`src/rtl/serial_add_ctrl.sv`:
```
// serial_add_ctrl: bit-serial WIDTH-bit add/subtract built around a single
// 1-bit full adder (add1b). One result bit per clock, LSB first, with the
// carry fed back through a flip-flop. start/busy/done handshake.
//
// Optional feature macro: SERIAL_ADD_OVF_EN
//   defined   -> extra output ovf (two's-complement signed overflow),
//                updated together with co and held with r.
//   undefined -> no ovf port; everything else is identical.

// 1-bit full adder: the only arithmetic element in the datapath.
module add1b (
    input  logic a,
    input  logic b,
    input  logic ci,
    output logic r,
    output logic co
);
    assign r  = a ^ b ^ ci;
    assign co = (a & b) | (a & ci) | (b & ci);
endmodule

module serial_add_ctrl #(
    parameter int WIDTH = 16
) (
    input  logic             clk,
    input  logic             rst,
    input  logic             start,
    input  logic             sub,
    input  logic [WIDTH-1:0] a,
    input  logic [WIDTH-1:0] b,
    output logic             busy,
    output logic             done,
    output logic [WIDTH-1:0] r,
    output logic             co
`ifdef SERIAL_ADD_OVF_EN
    ,
    output logic             ovf
`endif
);

    localparam int CW = (WIDTH > 1) ? $clog2(WIDTH) : 1;
    localparam logic [CW-1:0] CNT_LAST = CW'(WIDTH - 1);

    // Reject widths outside the supported range at elaboration time.
    if (WIDTH < 2 || WIDTH > 32) begin : g_width_chk
        $error("serial_add_ctrl: WIDTH must be in 2..32");
    end

    typedef enum logic [1:0] {
        IDLE  = 2'd0,
        SHIFT = 2'd1,
        DONE  = 2'd2
    } state_t;

    state_t           state;
    state_t           state_nxt;
    logic [CW-1:0]    cnt;
    logic [WIDTH-1:0] op_a;
    logic [WIDTH-1:0] op_b;
    logic             carry;
    logic             r_bit;
    logic             co_bit;
    logic             accept;
    logic             last;

    // A new request is only taken when no operation is in flight; a start
    // during SHIFT is simply dropped.
    assign accept = start && ((state == IDLE) || (state == DONE));
    assign last   = (state == SHIFT) && (cnt == CNT_LAST);

    // The single adder: operand LSBs plus the registered carry.
    add1b u_add (
        .a  (op_a[0]),
        .b  (op_b[0]),
        .ci (carry),
        .r  (r_bit),
        .co (co_bit)
    );

    // State register.
    always_ff @(posedge clk or posedge rst) begin
        if (rst) state <= IDLE;
        else     state <= state_nxt;
    end

    // Next-state logic: DONE lasts exactly one cycle unless a new start
    // arrives in it, in which case the next operation begins immediately.
    always_comb begin
        state_nxt = state;
        case (state)
            IDLE:    if (start) state_nxt = SHIFT;
            SHIFT:   if (cnt == CNT_LAST) state_nxt = DONE;
            DONE:    state_nxt = start ? SHIFT : IDLE;
            default: state_nxt = IDLE;
        endcase
    end

    // Outputs decoded from state; busy and done are mutually exclusive by construction.
    always_comb begin
        busy = (state == SHIFT);
        done = (state == DONE);
    end

    // Datapath: operand capture on accept, one bit per SHIFT cycle.
    // Subtraction is A + ~B + 1: invert B at capture and seed the carry with 1.
    // r is never cleared on accept; its old bits are pushed out as new ones
    // enter at the MSB, so after WIDTH shifts it holds exactly the new result.
    always_ff @(posedge clk or posedge rst) begin
        if (rst) begin
            op_a  <= '0;
            op_b  <= '0;
            carry <= 1'b0;
            cnt   <= '0;
            r     <= '0;
            co    <= 1'b0;
        end else if (accept) begin
            op_a  <= a;
            op_b  <= sub ? ~b : b;
            carry <= sub;
            cnt   <= '0;
        end else if (state == SHIFT) begin
            r     <= {r_bit, r[WIDTH-1:1]};
            op_a  <= op_a >> 1;
            op_b  <= op_b >> 1;
            carry <= co_bit;
            // Wrap to 0 on the final bit so cnt never exceeds WIDTH-1.
            cnt   <= last ? '0 : cnt + CW'(1);
            if (last) co <= co_bit;
        end
    end

`ifdef SERIAL_ADD_OVF_EN
    // Signed overflow: on the last bit, carry holds the carry into the MSB
    // and co_bit is the carry out of it; they differ exactly on overflow.
    always_ff @(posedge clk or posedge rst) begin
        if (rst)       ovf <= 1'b0;
        else if (last) ovf <= carry ^ co_bit;
    end
`endif

endmodule

```
`config.mk`:
```
export PLATFORM = sky130hd
export DESIGN_NAME = serial_add_ctrl
export DESIGN_NICKNAME = d
export VERILOG_FILES = /design/src/rtl/serial_add_ctrl.sv
export SDC_FILE = /design/constraint.sdc
export NUM_CORES = 1
export LEC_CHECK = 0
export ABC_CLOCK_PERIOD_IN_PS = 2300
export CELL_PAD_IN_SITES_DETAIL_PLACEMENT = 0
export CELL_PAD_IN_SITES_GLOBAL_PLACEMENT = 1
export CORE_MARGIN = 2
export CORE_UTILIZATION = 47
export DETAILED_ROUTE_END_ITERATION = 8
export DONT_BUFFER_PORTS = 1
export GPL_ROUTABILITY_DRIVEN = 0
export GPL_TIMING_DRIVEN = 0
export PLACE_DENSITY_LB_ADDON = 0.25
export SYNTH_ARGS = -nofsm -noshare
export SYNTH_HDL_FRONTEND = slang
export SYNTH_SLANG_ARGS = --single-unit
```
`constraint.sdc`:
```
create_clock -name clk -period 2.3 [get_ports clk]
set_input_delay 0.345 -clock clk [delete_from_list [all_inputs] [get_ports clk]]
set_output_delay 0.345 -clock clk [all_outputs]
set_load 0.01 [all_outputs]
```
---- Word-level counts from Yosys, hierarchy flattened ----
Cells that the tools add are included.
storage, ports and cells
  bits in registers ....................... 56
  output and inout bits ................... 19
  word-level logic and storage cells ...... 44
cells by class
  add/sub/neg operators ................... 1
  equal/unequal tests ..................... 5
  multiplexer cells ....................... 14
  bitwise logic cells ..................... 9
  reductions and logical operators ........ 8
operator list
  kind                                                                   number
  16-bit 2-to-1 mux                                                      5
  16-bit inverter                                                        1
  4-bit 2-to-1 mux                                                       3
  2-bit case mux with 3 select lines                                     1
  4-bit by 1-bit adder with 4-bit output, second input constant          1
  4-bit equality test, second input constant                             1
  2-bit 2-to-1 mux                                                       2
  2-bit AND reduction                                                    2
  1-bit AND                                                              3
  1-bit 2-to-1 mux                                                       3
  3-bit AND reduction                                                    1
  2-bit by 1-bit equality test with 1-bit output, second input constant  1
  2-bit equality test, second input constant                             1
  1-bit logical AND                                                      2
  2-bit logical NOT                                                      1
  2-bit by 1-bit != test with 1-bit output, second input constant        1
  2-bit != test, second input constant                                   1
  1-bit bitwise OR                                                       2
  2-bit nonzero test                                                     1
  1-bit bitwise XOR                                                      2
  1-bit logical OR                                                       1
  1-bit inverter                                                         1

---- Depth between registers and ports, before layout ----
Gate-level depths: netlist (run 1).
  word-level depth ........................ 5
  depth in mapped cells ................... 6

---- Hierarchy ----
From an unflattened synthesis (run 1), not the netlist that was laid out.
unflattened totals
  cells, all modules ...................... 279
  area, all modules ....................... 2585.0 µm²
by module, submodules not included
  module           instances  cells an instance  area an instance (µm²)  seq. area each (µm²)
  serial_add_ctrl  1          278                2565.0                  1401.3
  add1b            1          1                  20.0                    0.0

---- Worst setup path after synthesis (run 1) ----
No wires, ideal clock.
  kind .................................... reg-to-output
  start point ............................. register state[1]
  end point ............................... output port busy
  arrival ................................. 0.885 ns
  required time ........................... 1.955 ns
  slack ................................... 1.070 ns
  cell stages (with the launch flop) ...... 5
  path buffers ............................ 2
  cells stage by stage .................... dfrtp_1 nand2b_1 buf_6 inv_6 buf_2
on the way
  word-level cells in the longest chain between the ends .. 1
RTL lines
  element                                         RTL line  source
  start, declared                                 55        state_t state;
  start signal, assigned                          83        else state <= state_nxt;
  2-bit by 1-bit equality test with 1-bit output  100       busy = (state == SHIFT);
  end, declared                                   31        output logic busy,
No other way between the ends.

---- Worst setup path after layout (run 1) ----
Same ends and word-level chain as after synthesis.

==> key figures, run 1 <==
Status
  • Status: completed

Finish
  • Area delta synth->final: 9.316%
  • Filler cell count: 516
  • Post-route insts no fill: roughly 360
  • End-of-flow core utilization: 53.06%
  • Nets: roughly 330
  • Most common cell after layout, fill and taps aside: nand2_1
  • Commonest non-fill, non-tap cells in the layout: nand2_1, dfrtp_1, nor2_1, xor2_1, nand3_1
  • Layout cells sized above 1: 17.65%
  • # diodes: 0

CTS
  • Clock latency at the later pin of the worst-skew pair: 0.30 ns
  • Max H-tree Level: 2
  • Post-CTS Resized: 0
  • Root buffer cell: clkbuf_8
  • Num CTS Buffers: 5
  • Clk slew on worst S/H paths: 0.10 ns
  • TritonCTS Sinks: 56
  • Buffer depth of the longest clock path: 2
  • CTS tree: done

Drt
  • First DRT Iteration DRCs: 146
  • 1st-pass router iterations: 4
  • Routed WL: 5.438 mm
  • Drt drc: 0
  • Vias post-DR: 1923
  • DRT antenna net count: 0
  • DR vias/cell: 5.327
  • WL/cell: 15.06 um

STA
  • Setup TNS: 0 ns
  • Final clock skew: 0.002334 ns
  • Final cycle utilization of the critical path: 72.39%
  • Tmin final: 1.665 ns
  • Max Slew Vio Count: 0
  • Final Hold Vio Count: 0
  • Slew HR: just under 70%
  • Slew @ Worst Pin: 0.4673 ns
  • WHS: 0.1640 ns
  • Achievable Freq: 600.6 MHz
  • Final setup violation count: 0
  • RSZ-0062 raised after global routing: false

Placement
  • Post-DP HPWL: about 3.9 mm
  • Port bufs: 0
  • Placed cells: 353

Global route
  • Largest net degree at the start of global routing: 37
  • First-pass GRT wire length: 9.239 mm
  • Tot GR Track Use: a little under a fifth
  • Total grt overflow: 0
  • Vias in the first global route: 1967
  • Initial antenna violation count: 0

Worst setup path
  • R2R cell count: 4
  • Cell Chain, Critical Path: nand2b_1 > buf_6 > inv_6 > buf_2
  • CP Max Fanout: 10
  • FF-to-FF End: co$_DFFE_PP0P_
  • Max incr delay on CP: ~0.39 ns
  • Crit end category: output port
  • Slowest cell on the critical path: dfrtp_1
  • Worst EP required: 1.96 ns
  • Crit path kind: flip-flop to output port
  • R2R setup slack: around 0.94 ns
  • Worst r2r src: cnt[1]$_DFFE_PP0P_
  • Critical Path AT: 1.32 ns
  • Critical Path Start Type: flip-flop

Synthesis
  • Syn avg cell area: around 9.5 um2
  • Post-synth EDFFs: 0
  • Number of synthesized register bits: 56
  • Mapped Nets: about 320
  • Synth Instances: 280
  • Most used DFF post-synth: dfrtp_1
  • Post-Syn Area: 2673 um2
  • Yosys Warn Count: 0
  • Sequential share of the synthesized area: a little over half
  • Distinct cells, synth: 29
  • Asr flop ratio synth: 100.0%

Min path
  • Worst Hold Depth: 2
  • Min-Delay Path Class: input pin to flip-flop
  • Hold endpoint: op_a[5]$_DFFE_PP0P_
  • Hold path startpoint: a[5]

Floorplan
  • Initial Util: 48.53%
  • Die width: 79.41 um
  • Site Rows: 27
  • DIE HEIGHT: 79.41 um
  • Die area: 6305 um2
  • I/O Pins: 55
  • Core region area: 5507 um2

Power and ir drop
  • Maximum vdd ir drop: 0.7388 mV
  • Static leakage: around 1.4 nW
  • PwrDens: 1418 nW/um2
  • Total power: 4.143 mW

Flow run
  • Max cap viols: 0
-- cell usage after synthesis, types with 2 or more instances --
| cell type | n | area, um2 |
|---|---|---|
| inv_1 | 2 | 7.510 |
| a21oi_1 | 2 | 10.01 |
| nor3_1 | 4 | 20.02 |
| a22o_1 | 2 | 17.52 |
| nand3_1 | 13 | 65.06 |
| buf_6 | 6 | 67.56 |
| o22ai_1 | 4 | 25.02 |
| nand2_2 | 9 | 56.30 |
| buf_2 | 9 | 45.04 |
| nor2_1 | 23 | 86.33 |
| xor2_1 | 16 | 140.1 |
| nand2b_1 | 2 | 12.51 |
| a31oi_2 | 9 | 112.6 |
| dfrtp_1 | 56 | 1401 |
| nor2b_1 | 2 | 12.51 |
| a22oi_1 | 10 | 75.07 |
| nand2_1 | 87 | 326.6 |
| a31oi_1 | 8 | 50.05 |
| buf_4 | 6 | 45.04 |
-- flip-flops by register name, indices dropped and copies added, names as in the netlist --
name   flops
co         1
cnt        4
op_b      16
state      2
op_a      16
carry      1
r         16
-- critical path: cells and delay by family (launching register included) --
family                 cells  cell delay [ns]
buffers and inverters      3             0.47
flip-flops                 1             0.39
AND/OR/NAND/NOR            1             0.15
-- report_power, final --
| part | internal (mW) | switching, mW | leakage (nW) |
|---|---|---|---|
| logic | 0.679 | 0.872 | 0.603 |
| registers | 1.45 | 0.392 | 0.696 |
| clock network | 0.429 | 0.316 | 0.0642 |
-- per-layer routing --
layer  vias up  part of all wire [%]  GRT usage, %
li1        933                     -             -
met4         0                   1.3         6.207
met5         -                     0             0
met3         7                   5.3         4.751
met2        52                    47         30.08
met1       931                    47         25.20
-- through the flow --
stage	worst slack, ns	area [um2]
floorplan	0.5837	2673
global placement	-0.07310	2763
detailed placement	0.9628	2783
CTS	0.6176	2922
global route	0.5695	2922
finish	0.6351	2922
-- what timing repair did --
| action | 4_1_cts | 5_1_grt |
|---|---|---|
| hold buffers | 1 | 0 |
| setup buffers | 0 | 0 |
| hold endpoints to repair | 20 | 0 |
-- how the worst max path moves through the flow --
| stage | from | to | slack [ns] | cells past startpoint |
|---|---|---|---|---|
| 2_1_floorplan | rst | carry$_DFFE_PP0P_ | 0.58 | 1 |
| 3_3_place_gp | rst | op_b[10]$_DFFE_PP0P_ | -0.07 | 1 |
| 3_5_place_dp | state[1]$_DFFE_PP0P_ | busy | 0.96 | 4 |
| 4_1_cts | state[1]$_DFFE_PP0P_ | busy | 0.62 | 4 |
| 5_1_grt | state[1]$_DFFE_PP0P_ | busy | 0.57 | 4 |
| 6_report | state[1]$_DFFE_PP0P_ | busy | 0.64 | 4 |
-- kinds of logic (layout without fill, tap and decap cells) --
| logic type | after synthesis | after routing | share of synthesized area [%] |
|---|---|---|---|
| AND/OR/NAND/NOR | 142 | 142 | 22.19 |
| flip-flops | 56 | 56 | 52.43 |
| AO/OA/AOI/OAI | 38 | 38 | 11.66 |
| buffers and inverters | 24 | 33 | 6.507 |
| XOR/XNOR | 17 | 17 | 5.571 |
| adder cells (fa/ha/maj) | 2 | 2 | 1.217 |
| multiplexers | 1 | 1 | 0.4213 |
-- cell type report --
class                           count  area, um2  area share, %
Tap cell                           72      90.09          3.084
Multi-Input combinational cell    200       1097          37.56
Clock buffer                        5      68.82          2.355
Sequential cell                    56       1401          47.97
Clock inverter                      2      60.06          2.056
Timing Repair Buffer                2      30.03          1.028
Inverter                            3      16.27         0.5567
Buffer                             21      157.7          5.396
No activity file was read; power rests on OpenSTA's default activity.
==> inputs of run 2 (changes only) <==
- ABC_CLOCK_PERIOD_IN_PS: 2300 -> 1500
- CORE_UTILIZATION: 47 -> 43
- clock period: 2.3 -> 1.5 ns (I/O delays scaled with it)
==> key figures, run 2 (synthesis results as in run 1) <==
Drt
  • DRT antenna net count: 0
  • DR vias/cell: 5.166
  • Drt drc: 0
  • 1st-pass router iterations: 4
  • WL/cell: 15.14 um
  • First DRT Iteration DRCs: 114
  • Vias post-DR: 1896
  • Routed WL: 5.555 mm

Flow run
  • Max cap viols: 0

STA
  • WHS: 0.04012 ns
  • Final setup violation count: 0
  • Achievable Freq: 706.7 MHz
  • Slew HR: 79.45%
  • Tmin final: approximately 1.4 ns
  • Final worst slack: roughly 0.085 ns
  • Final clock skew: 0.008336 ns
  • Slew @ Worst Pin: 0.3076 ns
  • Setup TNS: 0 ns
  • Final cycle utilization of the critical path: 94.34%
  • Max Slew Vio Count: 0
  • Final Hold Vio Count: 0

CTS
  • Num CTS Buffers: 5
  • CTS tree: done
  • TritonCTS Sinks: 56
  • Clock latency at the later pin of the worst-skew pair: ~0.31 ns
  • Max H-tree Level: 2
  • Root buffer cell: clkbuf_8
  • Buffer depth of the longest clock path: 2
  • Clk slew on worst S/H paths: 0.10 ns

Finish
  • Nets: 329
  • Area delta synth->final: 11.10%
  • Largest regs: op_a (16), op_b (16), r (16)
  • # diodes: 0
  • Filler cell count: 581
  • Layout cells sized above 1: between 10% and 20%
  • Most common cell after layout, fill and taps aside: nand2_1
  • End-of-flow core utilization: 49.85%
  • Post-route insts no fill: 367
  • Commonest non-fill, non-tap cells in the layout: nand2_1, dfrtp_1, nor2_1, xor2_1, nand3_1

Floorplan
  • DIE HEIGHT: approximately 83 um
  • Initial Util: 44.87%
  • I/O Pins: 55
  • Site Rows: 28
  • Die width: between 80 and 90 um
  • Core region area: 5956 um2
  • Die area: 6862 um2

Placement
  • Port bufs: 0
  • Pre-CTS setup slack: 0.1733 ns
  • Placed cells: 355
  • Post-DP HPWL: 3.819 mm

Min path
  • Min-Delay Path Class: input pin to flip-flop

Global route
  • Initial antenna violation count: 0
  • Vias in the first global route: 1886
  • Tot GR Track Use: 16.70%
  • GRT Max-Usage Layer: met2
  • Total grt overflow: 0
  • Met3 global-route usage: 5.268%
  • First-pass GRT wire length: between 9 and 10 mm
  • Largest net degree at the start of global routing: 57
  • GR met1 Demand/Resource: between 20 and 25%
  • Met2 Use GR: around a quarter

Power and ir drop
  • Static leakage: approximately 1.4 nW
  • Sw Pwr: 2.454 mW
  • PwrDens: 2139 nW/um2
  • Internal power: 3.897 mW
  • Clock network power share: approximately 16%
  • Maximum vdd ir drop: 0.8603 mV
  • Combinational power share: 40.1%
  • Sw frac: 38.64%
  • Sequential Power Share: between 40 and 50%

Status
  • Status: completed

Worst setup path
  • CP Max Fanout: 8
  • Critical Path AT: about 1.2 ns
  • Worst EP required: 1.27 ns
  • Critical Path Start Type: flip-flop
  • Crit path kind: flip-flop to output port
  • Crit end category: output port
run 2: worst paths after layout:
check	cells past startpoint	start	endpoint	slack (ns)
setup reg to reg	5	state[1]$_DFFE_PP0P_	co$_DFFE_PP0P_	0.10
hold reg to reg	1	cnt[3]$_DFFE_PP0P_	cnt[3]$_DFFE_PP0P_	0.50
min in group asynchronous	2	rst	r[10]$_DFFE_PP0P_	0.34
setup / recovery	4	state[1]$_DFFE_PP0P_	busy	0.08
hold / removal	2	a[3]	op_a[3]$_DFFE_PP0P_	0.04
max in group asynchronous	3	rst	op_a[10]$_DFFE_PP0P_	0.63
run 2: repair_timing:
item,4_1_cts,5_1_grt
endpoints found under the setup margin,1,1
hold buffers,0,1
gates resized for setup,1,3
setup buffers,0,1
gates cloned,0,1
endpoints found under the hold margin,0,12
run 2: final cells by class:
type / count / area, um2 / share of cell area [%]
timing repair buffer: 4 / 75.07 / 2.528
multi-input combinational: 200 / 1097 / 36.96
inverter: 3 / 22.52 / 0.7585
buffer: 21 / 167.7 / 5.647
sequential: 56 / 1401 / 47.20
clock buffer: 5 / 68.82 / 2.318
tap: 75 / 93.84 / 3.161
clock inverter: 3 / 42.54 / 1.433
run 2: critical path: stages (launching register included):
cell      delay (ns)
dfrtp_1         0.39
nand2b_1        0.15
buf_6           0.13
inv_8           0.08
buf_8           0.12
run 2: metrics by stage:
| step | cell area (um2) | power (mW) |
|---|---|---|
| 2_1_floorplan | 2676 | 4.707 |
| 3_3_place_gp | 2770 | 5.193 |
| 3_5_place_dp | 2770 | 5.279 |
| 4_1_cts | 2884 | 6.277 |
| 5_1_grt | 2969 | 6.920 |
| 6_report | 2969 | 6.351 |
run 2: metal layers:
layer	vias up	part of all wire [%]
li1	936	-
met1	911	45
met2	43	48
met3	6	5.7
met4	0	0.95
met5	-	0
run 2: power by group through the flow:
stage                     sequential [mW]  combinational (mW)  clock [mW]
after floorplan                      2.73                1.98           0
after global placement               2.84                2.35           0
after detailed placement             2.85                2.43           0
after CTS                            2.83                2.43        1.02
after global routing                 2.93                2.91        1.09
final                                2.82                2.55       0.982
